## src/rtl/alu_exec_unit_pkg.sv

```systemverilog
// Shared operation codes and FSM state encodings for the execution-stage ALU.
// The op codes match the values that alu_control emits.
package alu_exec_unit_pkg;

    localparam int OP_W = 4;

    typedef enum logic [OP_W-1:0] {
        OP_ADD  = 4'b0000,
        OP_SUB  = 4'b0001,
        OP_MUL  = 4'b0010,
        OP_DIV  = 4'b0011,
        OP_MOVE = 4'b0100,
        OP_SWAP = 4'b0101,
        OP_OR   = 4'b0111,
        OP_ADDR = 4'b1000
    } op_e;

    typedef enum logic [1:0] {
        ST_IDLE = 2'd0,
        ST_MUL  = 2'd1,
        ST_DIV  = 2'd2
    } state_e;

endpackage

```

## src/rtl/alu_exec_unit_if.sv

```systemverilog
// Operand/result handshake bundle between the EX pipeline stage and the ALU.
// The master side issues operations and consumes results; the slave side is the ALU.
interface alu_exec_unit_if #(
    parameter int WIDTH = 16
);
    logic             in_valid;
    logic             in_ready;
    logic [3:0]       op;
    logic [WIDTH-1:0] src_a;
    logic [WIDTH-1:0] src_b;
    logic             out_valid;
    logic             out_ready;
    logic [WIDTH-1:0] result_lo;
    logic [WIDTH-1:0] result_hi;
    logic             zero;
    logic             div_zero;
    logic             illegal_op;

    modport master (
        output in_valid, op, src_a, src_b, out_ready,
        input  in_ready, out_valid, result_lo, result_hi, zero, div_zero, illegal_op
    );

    modport slave (
        input  in_valid, op, src_a, src_b, out_ready,
        output in_ready, out_valid, result_lo, result_hi, zero, div_zero, illegal_op
    );
endinterface

```

## src/rtl/alu_exec_unit_iter_muldiv.sv

```systemverilog
// Iterative unsigned multiplier (shift-add) and divider (restoring), one bit per clock.
// done is asserted combinationally on the final step; res_lo/res_hi then carry the finished result.
module alu_iter_muldiv #(
    parameter int WIDTH = 16
) (
    input  logic             clk,
    input  logic             rst_n,
    input  logic             start,
    input  logic             is_div,
    input  logic             step,
    input  logic [WIDTH-1:0] a,
    input  logic [WIDTH-1:0] b,
    output logic             done,
    output logic [WIDTH-1:0] res_lo,
    output logic [WIDTH-1:0] res_hi
);
    localparam int CW = $clog2(WIDTH);

    logic [CW-1:0]    count;
    logic             div_q;
    // MUL: hi_q = running partial product, lo_q = multiplier shifting out / product low half.
    // DIV: hi_q = partial remainder, lo_q = dividend shifting out / quotient shifting in.
    logic [WIDTH-1:0] lo_q, hi_q, b_q;
    logic [WIDTH-1:0] lo_nxt, hi_nxt;
    logic [WIDTH:0]   sum, rs, trial;

    assign sum   = {1'b0, hi_q} + (lo_q[0] ? {1'b0, b_q} : '0);
    assign rs    = {hi_q, lo_q[WIDTH-1]};
    assign trial = rs - {1'b0, b_q};

    always_comb begin
        if (div_q) begin
            if (!trial[WIDTH]) begin
                hi_nxt = trial[WIDTH-1:0];
                lo_nxt = {lo_q[WIDTH-2:0], 1'b1};
            end else begin
                hi_nxt = rs[WIDTH-1:0];
                lo_nxt = {lo_q[WIDTH-2:0], 1'b0};
            end
        end else begin
            hi_nxt = sum[WIDTH:1];
            lo_nxt = {sum[0], lo_q[WIDTH-1:1]};
        end
    end

    assign done   = step && (count == CW'(WIDTH - 1));
    assign res_lo = lo_nxt;
    assign res_hi = hi_nxt;

    always_ff @(posedge clk or negedge rst_n) begin
        if (!rst_n) begin
            count <= '0;
        end else if (start) begin
            count <= '0;
        end else if (step) begin
            count <= count + 1'b1;
        end
    end

    always_ff @(posedge clk) begin
        if (start) begin
            lo_q  <= a;
            hi_q  <= '0;
            b_q   <= b;
            div_q <= is_div;
        end else if (step) begin
            lo_q  <= lo_nxt;
            hi_q  <= hi_nxt;
        end
    end

endmodule

```

## src/rtl/alu_exec_unit.sv

```systemverilog
// Execution-stage ALU: single-cycle logic/add ops, iterative MUL/DIV, valid/ready on both sides.
// Result and flag registers are written together and held while the consumer stalls.
module alu_exec_unit
    import alu_exec_unit_pkg::*;
#(
    parameter int WIDTH = 16
) (
    input  logic           clk,
    input  logic           rst_n,
    alu_exec_unit_if.slave bus
);
    state_e           state, state_nxt;
    logic             in_ready, accept, start, is_div, step, done, wr_en;
    logic [WIDTH-1:0] md_lo, md_hi;
    logic [WIDTH-1:0] lo_q, hi_q, lo_nxt, hi_nxt;
    logic             out_valid_q, zero_q, div_zero_q, illegal_q;
    logic             div_zero_nxt, illegal_nxt;

    assign in_ready = (state == ST_IDLE) && (!out_valid_q || bus.out_ready);
    assign accept   = bus.in_valid && in_ready;
    assign step     = (state != ST_IDLE);

    alu_iter_muldiv #(.WIDTH(WIDTH)) u_muldiv (
        .clk    (clk),
        .rst_n  (rst_n),
        .start  (start),
        .is_div (is_div),
        .step   (step),
        .a      (bus.src_a),
        .b      (bus.src_b),
        .done   (done),
        .res_lo (md_lo),
        .res_hi (md_hi)
    );

    always_comb begin
        state_nxt    = state;
        start        = 1'b0;
        is_div       = 1'b0;
        wr_en        = 1'b0;
        lo_nxt       = '0;
        hi_nxt       = '0;
        div_zero_nxt = 1'b0;
        illegal_nxt  = 1'b0;
        unique case (state)
            ST_IDLE: begin
                if (accept) begin
                    wr_en = 1'b1;
                    case (bus.op)
                        OP_ADD, OP_ADDR: lo_nxt = bus.src_a + bus.src_b;
                        OP_SUB:          lo_nxt = bus.src_a - bus.src_b;
                        OP_MOVE:         lo_nxt = bus.src_b;
                        OP_OR:           lo_nxt = bus.src_a | bus.src_b;
                        OP_SWAP: begin
                            lo_nxt = bus.src_b;
                            hi_nxt = bus.src_a;
                        end
                        OP_MUL: begin
                            wr_en     = 1'b0;
                            start     = 1'b1;
                            state_nxt = ST_MUL;
                        end
                        OP_DIV: begin
                            // Divide by zero never enters the iterative path.
                            if (bus.src_b != '0) begin
                                wr_en     = 1'b0;
                                start     = 1'b1;
                                is_div    = 1'b1;
                                state_nxt = ST_DIV;
                            end else begin
                                lo_nxt       = '1;
                                hi_nxt       = bus.src_a;
                                div_zero_nxt = 1'b1;
                            end
                        end
                        default: illegal_nxt = 1'b1;
                    endcase
                end
            end
            ST_MUL, ST_DIV: begin
                if (done) begin
                    wr_en     = 1'b1;
                    lo_nxt    = md_lo;
                    hi_nxt    = md_hi;
                    state_nxt = ST_IDLE;
                end
            end
            default: state_nxt = ST_IDLE;
        endcase
    end

    always_ff @(posedge clk or negedge rst_n) begin
        if (!rst_n) begin
            state       <= ST_IDLE;
            out_valid_q <= 1'b0;
            lo_q        <= '0;
            hi_q        <= '0;
            zero_q      <= 1'b0;
            div_zero_q  <= 1'b0;
            illegal_q   <= 1'b0;
        end else begin
            state <= state_nxt;
            // A new write wins over the consumer draining the old result (back-to-back issue).
            if (wr_en) begin
                out_valid_q <= 1'b1;
                lo_q        <= lo_nxt;
                hi_q        <= hi_nxt;
                zero_q      <= (lo_nxt == '0);
                div_zero_q  <= div_zero_nxt;
                illegal_q   <= illegal_nxt;
            end else if (start || bus.out_ready) begin
                out_valid_q <= 1'b0;
            end
        end
    end

    assign bus.in_ready   = in_ready;
    assign bus.out_valid  = out_valid_q;
    assign bus.result_lo  = lo_q;
    assign bus.result_hi  = hi_q;
    assign bus.zero       = zero_q;
    assign bus.div_zero   = div_zero_q;
    assign bus.illegal_op = illegal_q;

endmodule

```

## src/flat_wrapper.sv

```systemverilog
// flat-port wrapper written by rule: the top's interface ports become plain ports
module alu_exec_unit_flat import alu_exec_unit_pkg::*;
#(
    parameter int WIDTH = 16
)
  (clk, rst_n, bus_in_valid, bus_op, bus_src_a, bus_src_b, bus_out_ready, bus_in_ready, bus_out_valid, bus_result_lo, bus_result_hi, bus_zero, bus_div_zero, bus_illegal_op);
  alu_exec_unit_if #(.WIDTH(WIDTH)) bus_i ();
  input  logic clk;
  input  logic rst_n;
  input wire logic [$bits(bus_i.in_valid)-1:0] bus_in_valid;
  input wire logic [$bits(bus_i.op)-1:0] bus_op;
  input wire logic [$bits(bus_i.src_a)-1:0] bus_src_a;
  input wire logic [$bits(bus_i.src_b)-1:0] bus_src_b;
  input wire logic [$bits(bus_i.out_ready)-1:0] bus_out_ready;
  output wire logic [$bits(bus_i.in_ready)-1:0] bus_in_ready;
  output wire logic [$bits(bus_i.out_valid)-1:0] bus_out_valid;
  output wire logic [$bits(bus_i.result_lo)-1:0] bus_result_lo;
  output wire logic [$bits(bus_i.result_hi)-1:0] bus_result_hi;
  output wire logic [$bits(bus_i.zero)-1:0] bus_zero;
  output wire logic [$bits(bus_i.div_zero)-1:0] bus_div_zero;
  output wire logic [$bits(bus_i.illegal_op)-1:0] bus_illegal_op;
  assign bus_i.in_valid = bus_in_valid;
  assign bus_i.op = bus_op;
  assign bus_i.src_a = bus_src_a;
  assign bus_i.src_b = bus_src_b;
  assign bus_i.out_ready = bus_out_ready;
  assign bus_in_ready = bus_i.in_ready;
  assign bus_out_valid = bus_i.out_valid;
  assign bus_result_lo = bus_i.result_lo;
  assign bus_result_hi = bus_i.result_hi;
  assign bus_zero = bus_i.zero;
  assign bus_div_zero = bus_i.div_zero;
  assign bus_illegal_op = bus_i.illegal_op;
  alu_exec_unit #(.WIDTH(WIDTH)) u_core (.clk(clk), .rst_n(rst_n), .bus(bus_i));
endmodule
```

## config.mk

```make
export PLATFORM = sky130hd
export DESIGN_NAME = alu_exec_unit_flat
export DESIGN_NICKNAME = d
export VERILOG_FILES = /design/src/rtl/alu_exec_unit_pkg.sv /design/src/rtl/alu_exec_unit_if.sv /design/src/rtl/alu_exec_unit_iter_muldiv.sv /design/src/rtl/alu_exec_unit.sv /design/src/flat_wrapper.sv
export SDC_FILE = /design/constraint.sdc
export NUM_CORES = 1
export LEC_CHECK = 0
export ABC_AREA = 1
export CAP_MARGIN = 20
export CORE_UTILIZATION = 30
export DETAILED_ROUTE_END_ITERATION = 10
export HOLD_SLACK_MARGIN = 0.08
export SLEW_MARGIN = 20
export SYNTH_ARGS = -nofsm -noshare
export SYNTH_HDL_FRONTEND = slang
export SYNTH_HIERARCHICAL = 1
export SYNTH_SLANG_ARGS = --single-unit
```

## constraint.sdc

```tcl
create_clock -name clk -period 6.3 [get_ports clk]
set_input_delay 1.26 -clock clk [delete_from_list [all_inputs] [get_ports clk]]
set_output_delay 1.26 -clock clk [all_outputs]
set_load 0.005 [all_outputs]
```

# After elaboration in Yosys (flattened, before gate mapping)
# Index checks and enable logic that the tools add are counted.
word_totals:
  reg_bits: 91
  inputBits: 40
  output_inout_bits: 37
  elab_cells: 92
classes:
  addsub: 5
  eq_ne: 14
  mux: 41
  bitwise_logic: 1
  n_reduce_logical: 19
op_table:
  columns: ["cell", "n"]
  rows:
  - ["16-bit two-way mux", 12]
  - ["16-bit case mux with 2 select lines", 3]
  - ["16-bit case mux with 5 select lines", 1]
  - ["16-bit by 17-bit adder with 17-bit output", 1]
  - ["17-bit by 16-bit subtractor with 17-bit output", 1]
  - ["16-bit adder", 1]
  - ["16-bit logical NOT", 1]
  - ["16-bit OR", 1]
  - ["16-bit nonzero test", 1]
  - ["16-bit subtractor", 1]
  - ["1-bit two-way mux", 15]
  - ["4-bit by 3-bit == test with 1-bit output (second input constant)", 3]
  - ["4-bit by 2-bit == test with 1-bit output (second input constant)", 2]
  - ["4-bit == test (second input constant)", 2]
  - ["4-bit two-way mux", 2]
  - ["2-bit case mux with 2 select lines", 2]
  - ["8-bit OR reduction", 1]
  - ["2-bit two-way mux", 3]
  - ["3-bit != test (second input constant)", 2]
  - ["1-bit case mux with 2 select lines", 3]
  - ["2-bit nonzero test", 3]
  - ["2-bit OR reduction", 3]
  - ["4-bit by 1-bit adder with 4-bit output (second input constant)", 1]
  - ["4-bit by 1-bit == test with 1-bit output (second input constant)", 1]
  - ["other kinds (10)", 14]

# Depth between registers and ports, before layout
logic_depth:
  word_depth: 9
  mapped_depth: 25
  mapped_depth_nobuf: 25

# Cells and area by module
# The synthesis kept the hierarchy.
modules_own_cells:
  columns: ["mod", "instances", "cells_each", "area_per_inst_um2", "seq_area_each_um2"]
  rows:
  - ["alu_iter_muldiv", 1, 698, 4586.9, 1411.4]
  - ["alu_exec_unit", 1, 636, 3834.9, 950.9]

# Worst setup path before layout
# No wires, ideal clock.
synth_timing:
  path_kind: "input -> register"
  start: "input bus_op[0]"
  end: "register u_core.zero_q, in the netlist u_core/bus.zero"
  arrival_ns: 3.475
  required_ns: 6.184
  setup_slack_ns: 2.709
  path_stages: 24
  path_buffers: 0
  path_cell_list: "inv_1 nor2_1 nand2_1 clkinv_1 o21ai_0 xor2_1 inv_1 ha_1 nand2_1 inv_1 a21oi_1 nand2_1 nand2_1 nand2_1 nand2_1 nand3_1 nand2_1 nand2_1 nand2_1 nand2_1 nand2_1 nor2_1 nand2_1 nand2_1"
synth_via:
  elab_chain_cells: 6
  elab_cells_between_ends: 17
  cone_classes: "eq/ne: 7; mux: 6; reduce/logical: 4"
synth_rtl:
  columns: ["item", "line_no", "rtl"]
  rows:
  - ["start, declared", "flat_wrapper.sv:11", "input wire logic [$bits(bus_i.op)-1:0] bus_op;"]
  - ["4-bit by 3-bit == test with 1-bit output (tied with other cells)", "alu_exec_unit.sv:49", "case (bus.op)"]
  - ["2-bit OR reduction (no source line)", null, null]
  - ["16-bit case mux with 5 select lines", "alu_exec_unit.sv:49", null]
  - ["16-bit two-way mux", "alu_exec_unit.sv:47", "if (accept) begin"]
  - ["16-bit case mux with 2 select lines", "alu_exec_unit.sv:45", "unique case (state)"]
  - ["16-bit logical NOT", "alu_exec_unit.sv:108", "zero_q <= (lo_nxt == '0);"]
  - ["end signal, assigned", "alu_exec_unit.sv:108", null]
  - ["end, declared", "alu_exec_unit.sv:16", "logic out_valid_q, zero_q, div_zero_q, illegal_q;"]
# Parallel ways exist; a longest one is shown, timed or not.
# A chain may end at the register's enable or synchronous reset.

# Final worst setup path
# Same ends and word-level chain as after synthesis.

==> impl_metrics.py <==
metrics = {
    "power_and_ir_drop": {
        "power.ir.vdd_worst_mv": 0.148,
        "p_leak_nw": 5.22,
        "cell_pwr_density_nw_per_um2": 389,
        "finalPower_mw": 3.80,
    },
    "final_layout": {
        "multiInputGateArea_um2": 5040,
        "final_area_um2": 9770,
        "final_cells": 1772,
        "seq_area_um2": 2360,
        "fillCellCount": 2984,
        "finalNetCount": 1489,
        "utilization": 0.358,
        "drive_above_1_share": 0.0515,
        "synthToLayoutAreaGrowth_pct": 16.0,
    },
    "timing": {
        "relSlewSlack": 0.307,
        "setup_tns_ns": 0,
        "final_period_minus_worst_setup_slack_ns": 4.34,
        "setup_viol": 0,
        "report.final.slew_viol_count": 0,
        "setup_repair_after_global_routing_missed_its_margin": "false",
        "clock.fmax_mhz": 230,
        "timing.final.crit_share": 0.689,
        "timing.clock.skew_ns": 0.0111,
        "report.final.hold_viol_count": 0,
        "tightest_slew_ns": 1.04,
    },
    "clock_tree": {
        "cts_hold_repair.buffers": 0,
        "clock_tree.buffer_depth": 2,
        "numClockSinks": 91,
        "cts.repair_timing.setup_buffer_count": 0,
        "clock_latency_ns": 0.35,
        "worst_setup_hold_path_clk_slew_ns": 0.08,
        "htreeDepth": 3,
        "tritoncts_clock_tree": "built",
        "clock_buffers_created_by_tritoncts": 9,
        "cts_resized": 0,
        "cts-root-buf": "sky130_fd_sc_hd__clkbuf_16",
    },
    "place": {
        "placed_cell_area_um2": 9460,
        "gp_routability_congestion": 0.932,
        "place_hpwl_mm": 22.3,
        "dpl.cell_count": 1755,
        "port_buffers": 76,
    },
    "setup_path": {
        "timing.critical_path.required_ns": 6.60,
        "critPathCaptureType": "flip-flop",
        "data_arrival_critical_path_ns": 4.64,
        "critical_path_peak_fanout": 9,
        "startpoint_type": "input port",
        "worstSetupPathType": "input port to flip-flop",
        "r2r_setup_slk_ns": 3.03,
    },
    "synthesis": {
        "synthMostInstantiatedCell": "sky130_fd_sc_hd__nand2_1",
        "async_reset_ff_frac": 0.462,
        "yosys_register_bits": 91,
        "synthCells": 1334,
        "synth_top_cell_by_area": "sky130_fd_sc_hd__nand2_1",
        "netlist-cell-type-count": 47,
        "synth-main-ff-cell": "sky130_fd_sc_hd__dfrtp_1",
        "synth_largest_type_area_fraction": 0.224,
        "synth_area_per_cell_um2": 6.31,
        "post_synth_instance_area_um2": 8420,
        "yosys-top-cells-count": "sky130_fd_sc_hd__nand2_1, sky130_fd_sc_hd__inv_1, sky130_fd_sc_hd__nand3_1, sky130_fd_sc_hd__nor2_1, sky130_fd_sc_hd__ha_1",
        "ys.warnings.count": 6,
        "post_synthesis_sequential_area_ratio": 0.280,
        "synth_nets": 1429,
        "synth_enable_flop_cells": 33,
        "netlist_top_cells_area": "sky130_fd_sc_hd__nand2_1, sky130_fd_sc_hd__dfrtp_1, sky130_fd_sc_hd__edfxtp_1",
    },
    "grt": {
        "wire_length_of_the_first_global_routing_pass_mm": 44.4,
        "grt_start_max_net_pins": 43,
        "grt_pass1_vias": 8166,
        "grt_util_all_layers": 0.200,
        "overflow": 0,
        "antenna_found_initial": 0,
    },
    "detailed_routing": {
        "detail_route.vias_per_cell": 4.89,
        "drtIter0Drc": 879,
        "routed_wire_length_per_instance_um": 15.9,
        "drt.antenna.violating_nets": 0,
        "firstDrtPassIters": 8,
        "num_vias": 8670,
        "detail_route.drc_violations": 0,
        "finalWirelength_mm": 28.1,
    },
    "floorplanning": {
        "initial_core_utilization": 0.309,
        "ioPinCount": 77,
        "die_height_um": 170,
        "die-area_um2": 28700,
        "dieWidth_um": 170,
        "core_um2": 27300,
        "fp-row-count": 60,
    },
    "flow_run": {
        "cap_viol_max_count": 0,
    },
    "outcome": {
        "run_status": "finished, final reports clean",
    },
    "worst_hold_path": {
        "min-delay-path-class": "flip-flop to flip-flop",
    },
}
==> critical path: stages <==
cell	delay, ns
sky130_fd_sc_hd__clkdlybuf4s50_1	0.48
sky130_fd_sc_hd__inv_1	0.10
sky130_fd_sc_hd__nor2_1	0.06
sky130_fd_sc_hd__nand2_1	0.24
sky130_fd_sc_hd__clkinv_1	0.30
sky130_fd_sc_hd__o21ai_0	0.27
sky130_fd_sc_hd__xor2_1	0.17
sky130_fd_sc_hd__inv_1	0.06
sky130_fd_sc_hd__ha_1	0.34
sky130_fd_sc_hd__nand2_1	0.07
sky130_fd_sc_hd__nand2_1	0.08
sky130_fd_sc_hd__nand2_1	0.05
sky130_fd_sc_hd__nand2_1	0.08
sky130_fd_sc_hd__inv_1	0.06
sky130_fd_sc_hd__nand2_1	0.06
sky130_fd_sc_hd__nand2_1	0.04
sky130_fd_sc_hd__nand3_1	0.10
sky130_fd_sc_hd__nand2_1	0.08
sky130_fd_sc_hd__nand2_1	0.10
sky130_fd_sc_hd__nand2_1	0.06
sky130_fd_sc_hd__o21ai_0	0.25
sky130_fd_sc_hd__nand3_1	0.11
sky130_fd_sc_hd__nor2_1	0.11
sky130_fd_sc_hd__nand2_1	0.07
sky130_fd_sc_hd__nand2_1	0.05
==> sequential cells by signal (all words and copies together) (netlist names), 2 cells and up <==
signal,flops
u_core/u_muldiv/count,4
u_core/u_muldiv/lo_q,16
u_core/state,2
u_core/u_muldiv/b_q,16
u_core/bus.result_lo,16
u_core/bus.result_hi,16
u_core/u_muldiv/hi_q,16
==> power breakdown <==
group          internal (mW)  leakage [nW]  switching (mW)
combinational          0.841          4.10            1.32
sequential             0.884         0.962           0.198
clock                  0.282         0.149           0.267
total                   2.01          5.22            1.79
==> kinds of logic (layout without fill, tap and decap cells) <==
kind of cell,Yosys count,after routing,share of synthesized area
adder cells (fa/ha/maj),55,55,0.0844
XOR/XNOR,19,19,0.0198
flip-flops,91,91,0.280
buffers and inverters,246,311,0.121
AO/OA/AOI/OAI,143,143,0.0988
AND/OR/NAND/NOR,780,780,0.395
other,0,1,0
==> placed cells by master (no fill, tap or decap), types with 18 or more instances in the layout <==
cell type	count
sky130_fd_sc_hd__nor2_1	100
sky130_fd_sc_hd__ha_1	52
sky130_fd_sc_hd__a21oi_1	45
sky130_fd_sc_hd__clkdlybuf4s50_1	75
sky130_fd_sc_hd__inv_1	206
sky130_fd_sc_hd__nand3_1	101
sky130_fd_sc_hd__edfxtp_1	33
sky130_fd_sc_hd__o21ai_0	41
sky130_fd_sc_hd__nand2_1	503
sky130_fd_sc_hd__nand2_2	18
sky130_fd_sc_hd__dfrtp_1	42
sky130_fd_sc_hd__a31oi_1	26
==> stage by stage <==
step | setup WS, ns | hold slack, ns
final | 1.96 | 0.474
after global routing | 1.61 | 0.489
after CTS | 2.03 | 0.477
after detailed placement | 1.68 | 0.459
after global placement | 1.68 | 0.457
after floorplan | 2.71 | 0.438
==> per-layer routing <==
layer / global-route usage / up-vias / routed length, µm
li1: - / 4329 / -
met2: 0.322 / 311 / 12700
met4: 0.0533 / 0 / 480
met5: 0 / - / 0
met3: 0.0280 / 39 / 1910
met1: 0.279 / 3991 / 13100
==> path summary, 6_finish.rpt <==
kind | cells after the start | to | startpoint
min reg2reg | 2 | u_core/bus.result_lo[4] | u_core/bus.result_lo[4]
max in group asynchronous | 1 | u_core/bus.result_lo[5] | rst_n
max reg2reg | 21 | u_core/bus.zero | u_core/u_muldiv/b_q[0]
max | 25 | u_core/bus.zero | bus_op[0]
min in group asynchronous | 1 | u_core/bus.result_hi[6] | rst_n
min | 2 | u_core/bus.result_lo[4] | u_core/bus.result_lo[4]
==> area by class of cell <==
type	count	share of cell area
Clock buffer	9	0.0231
Timing Repair Buffer	81	0.0815
Antenna cell	1	0.000256
Inverter	214	0.0822
Sequential cell	91	0.242
Tap cell	372	0.0476
Multi-Input combinational cell	997	0.516
Clock inverter	7	0.00781
No activity file was read; power rests on OpenSTA's default activity.
==> RTL change: new RTL, config.mk and constraints unchanged <==
Reset style: synchronous (`rst_n`), changed in 2 clocked blocks.
--- a/src/rtl/alu_exec_unit_iter_muldiv.sv
+++ b/src/rtl/alu_exec_unit_iter_muldiv.sv
@@ -47,7 +47,7 @@
     assign res_lo = lo_nxt;
     assign res_hi = hi_nxt;
 
-    always_ff @(posedge clk or negedge rst_n) begin
+    always_ff @(posedge clk) begin
         if (!rst_n) begin
             count <= '0;
         end else if (start) begin
--- a/src/rtl/alu_exec_unit.sv
+++ b/src/rtl/alu_exec_unit.sv
@@ -89,7 +89,7 @@
         endcase
     end
 
-    always_ff @(posedge clk or negedge rst_n) begin
+    always_ff @(posedge clk) begin
         if (!rst_n) begin
             state       <= ST_IDLE;
             out_valid_q <= 1'b0;
Function: differs if rst_n is asserted again (counterexample within 4 cycles, from zero or initial values and one cycle with rst_n low); with rst_n held inactive, the same outputs for 10 cycles.
==> RTL change against the unedited design <==
  * Wire length increased by 0.86%
  * Setup slack got worse by 300 ps
  * Sequential cell count is the same
  * Count of clock-buffer cells in the layout grew 2
  * Clock power down 1%
  * Critical endpoint is now u_core/bus.zero
  * Clock skew barely moved
  * Area after synthesis shrank 1.4%
  * Register-to-register slack got worse by 70 ps
  * Largest cell class unchanged
  * Total power fell by 11%
  * Design area decreased by 1.3%
  * Utilization shrank 0.17 points
==> RTL change: results (changes against the unedited design) <==
grt_pass1_wl_mm: 44.7  # +0.81%
status: "finished clean"
placed_area_mm2: 0.00935  # -1.2%
synth_warnings: 6  # unchanged
fillers: 3005  # +0.70%
critical_path_arrival_ps: 4920  # +280 ps
firstDrtPassIters: 6  # -2
cp_max_fo: 10  # +1
grt_max_degree: 59  # +37%
hold_path_end: "u_core/state[0]"
synthTopCellsByCount: "454 x nand2_1, 211 x inv_1, 97 x nor2_1"
via_per_inst: 5.04  # +3.0%
nets: 1493  # +0.27%
ys_top_cells_by_area: "nand2_1 21%, dfxtp_1 14%, edfxtp_1 12%"
synth-compound-area-share_pct: 13.8  # +3.9 points
crit_family: "simple AND/OR/NAND/NOR gates"
ys_async_sr_fraction_pct: 0  # -46 points
synth.distinct_cells: 51  # +8.5%
grt_pass1_vias: 8318  # +1.9%
grt_use_total_pct: 20.4  # +0.34 points
syn_nets: 1436  # +0.49%
ys.flop_type: "dfxtp_1"
cts_buffer_depth: 2  # unchanged
cts-root-buf: "clkbuf_16"
finClkSkew_ps: 10.9  # -0.175 ps
drive_gt1_share_pct: 5.49  # +0.34 points
reg2reg_depth: 24  # +14%
peakVddDrop_v: 0.000185  # +25%
dp_slack_ps: 1360  # -319 ps
postCtsSetupBuffers: 0  # unchanged
totalWireLength_mm: 28.4  # +0.86%
seq_power_mw: 0.963  # -11%
regToRegEndpoint: "u_core/bus.zero"
worstSetupPathType: "primary input to flop"
rr_startpoint: "u_core/u_muldiv/lo_q[15]"
pg_comb_mw: 1.86  # -14%
cts_buffers: 9  # unchanged
layout_setup_ws_ps: 1660  # -299 ps
synthAdderAreaFrac_pct: 8.56  # +0.12 points
synthXorXnorAreaFrac_pct: 2.00  # +0.029 points
min_from: "u_core/state[0]"
worst_pin_slew_ps: 985  # -52.7 ps
hpwl_mm: 22.6  # +1.4%
drt-initial-drc-count: 838  # -4.7%
power.internal_mw: 1.81  # -10%
crit_path_start: "bus_op[3]"
r2r_slack_ps: 2960  # -70 ps
antenna_found_initial: 0  # unchanged
max_stage_delay_ps: 590  # +110 ps
ys_seq_area_share_pct: 25.9  # -2.1 points
n_antenna_cell: 0  # -1
hold_ws_ps: 486  # +12.4 ps
p_leak_nw: 5.00  # -4.2%
place_congestion: 0.981  # +5.2%
==> RTL change: changes by cell type in the layout (fill, tap and decap cells not counted), sizes merged, moves of 4 or more <==
| cell | before | now |
|---|---|---|
| dfxtp | 16 | 58 |
| o21ai | 43 | 70 |
| a31oi | 26 | 3 |
| o211ai | 0 | 5 |
| a32oi | 0 | 16 |
| inv | 216 | 220 |
| a21oi | 47 | 66 |
| or2 | 3 | 8 |
| nand3 | 110 | 101 |
| nand2 | 522 | 476 |
| a211oi | 0 | 6 |
| a21boi | 1 | 6 |
| dfrtp | 42 | 0 |
==> RTL change: routing by layer <==
layer | wire length, µm | up-vias | track usage, %
met5 | 0 | - | 0
li1 | - | 4398 | -
met2 | 13100 | 280 | 34.1
met3 | 1410 | 58 | 2.73
met1 | 12700 | 4054 | 26.0
met4 | 1230 | 0 | 9.05
==> RTL change: area by class of cell <==
class | instances | area, µm² | area share (%)
clock buffer | 11 | 254 | 2.63
multi-input combinational | 996 | 5140 | 53.4
timing repair buffer | 82 | 806 | 8.36
tap | 341 | 427 | 4.42
clock inverter | 5 | 41.3 | 0.428
inverter | 218 | 818 | 8.49
sequential | 91 | 2150 | 22.3
==> RTL change: per-stage QoR <==
stage | instances | total power, mW
2_1_floorplan | 1341 | 2.23
3_3_place_gp | 1728 | 2.80
3_5_place_dp | 1728 | 2.82
4_1_cts | 1744 | 3.37
5_1_grt | 1744 | 3.68
6_report | 1744 | 3.37
==> RTL change: cell families (layout without fill, tap and decap cells) <==
group / after synthesis / after routing
adders and majority gates: 55 / 55
and+or+nand+nor: 728 / 728
DFF: 91 / 91
AOI/OAI and AO/OA: 194 / 194
xor gates and xnor gates: 19 / 19
buffers and inverters: 254 / 316
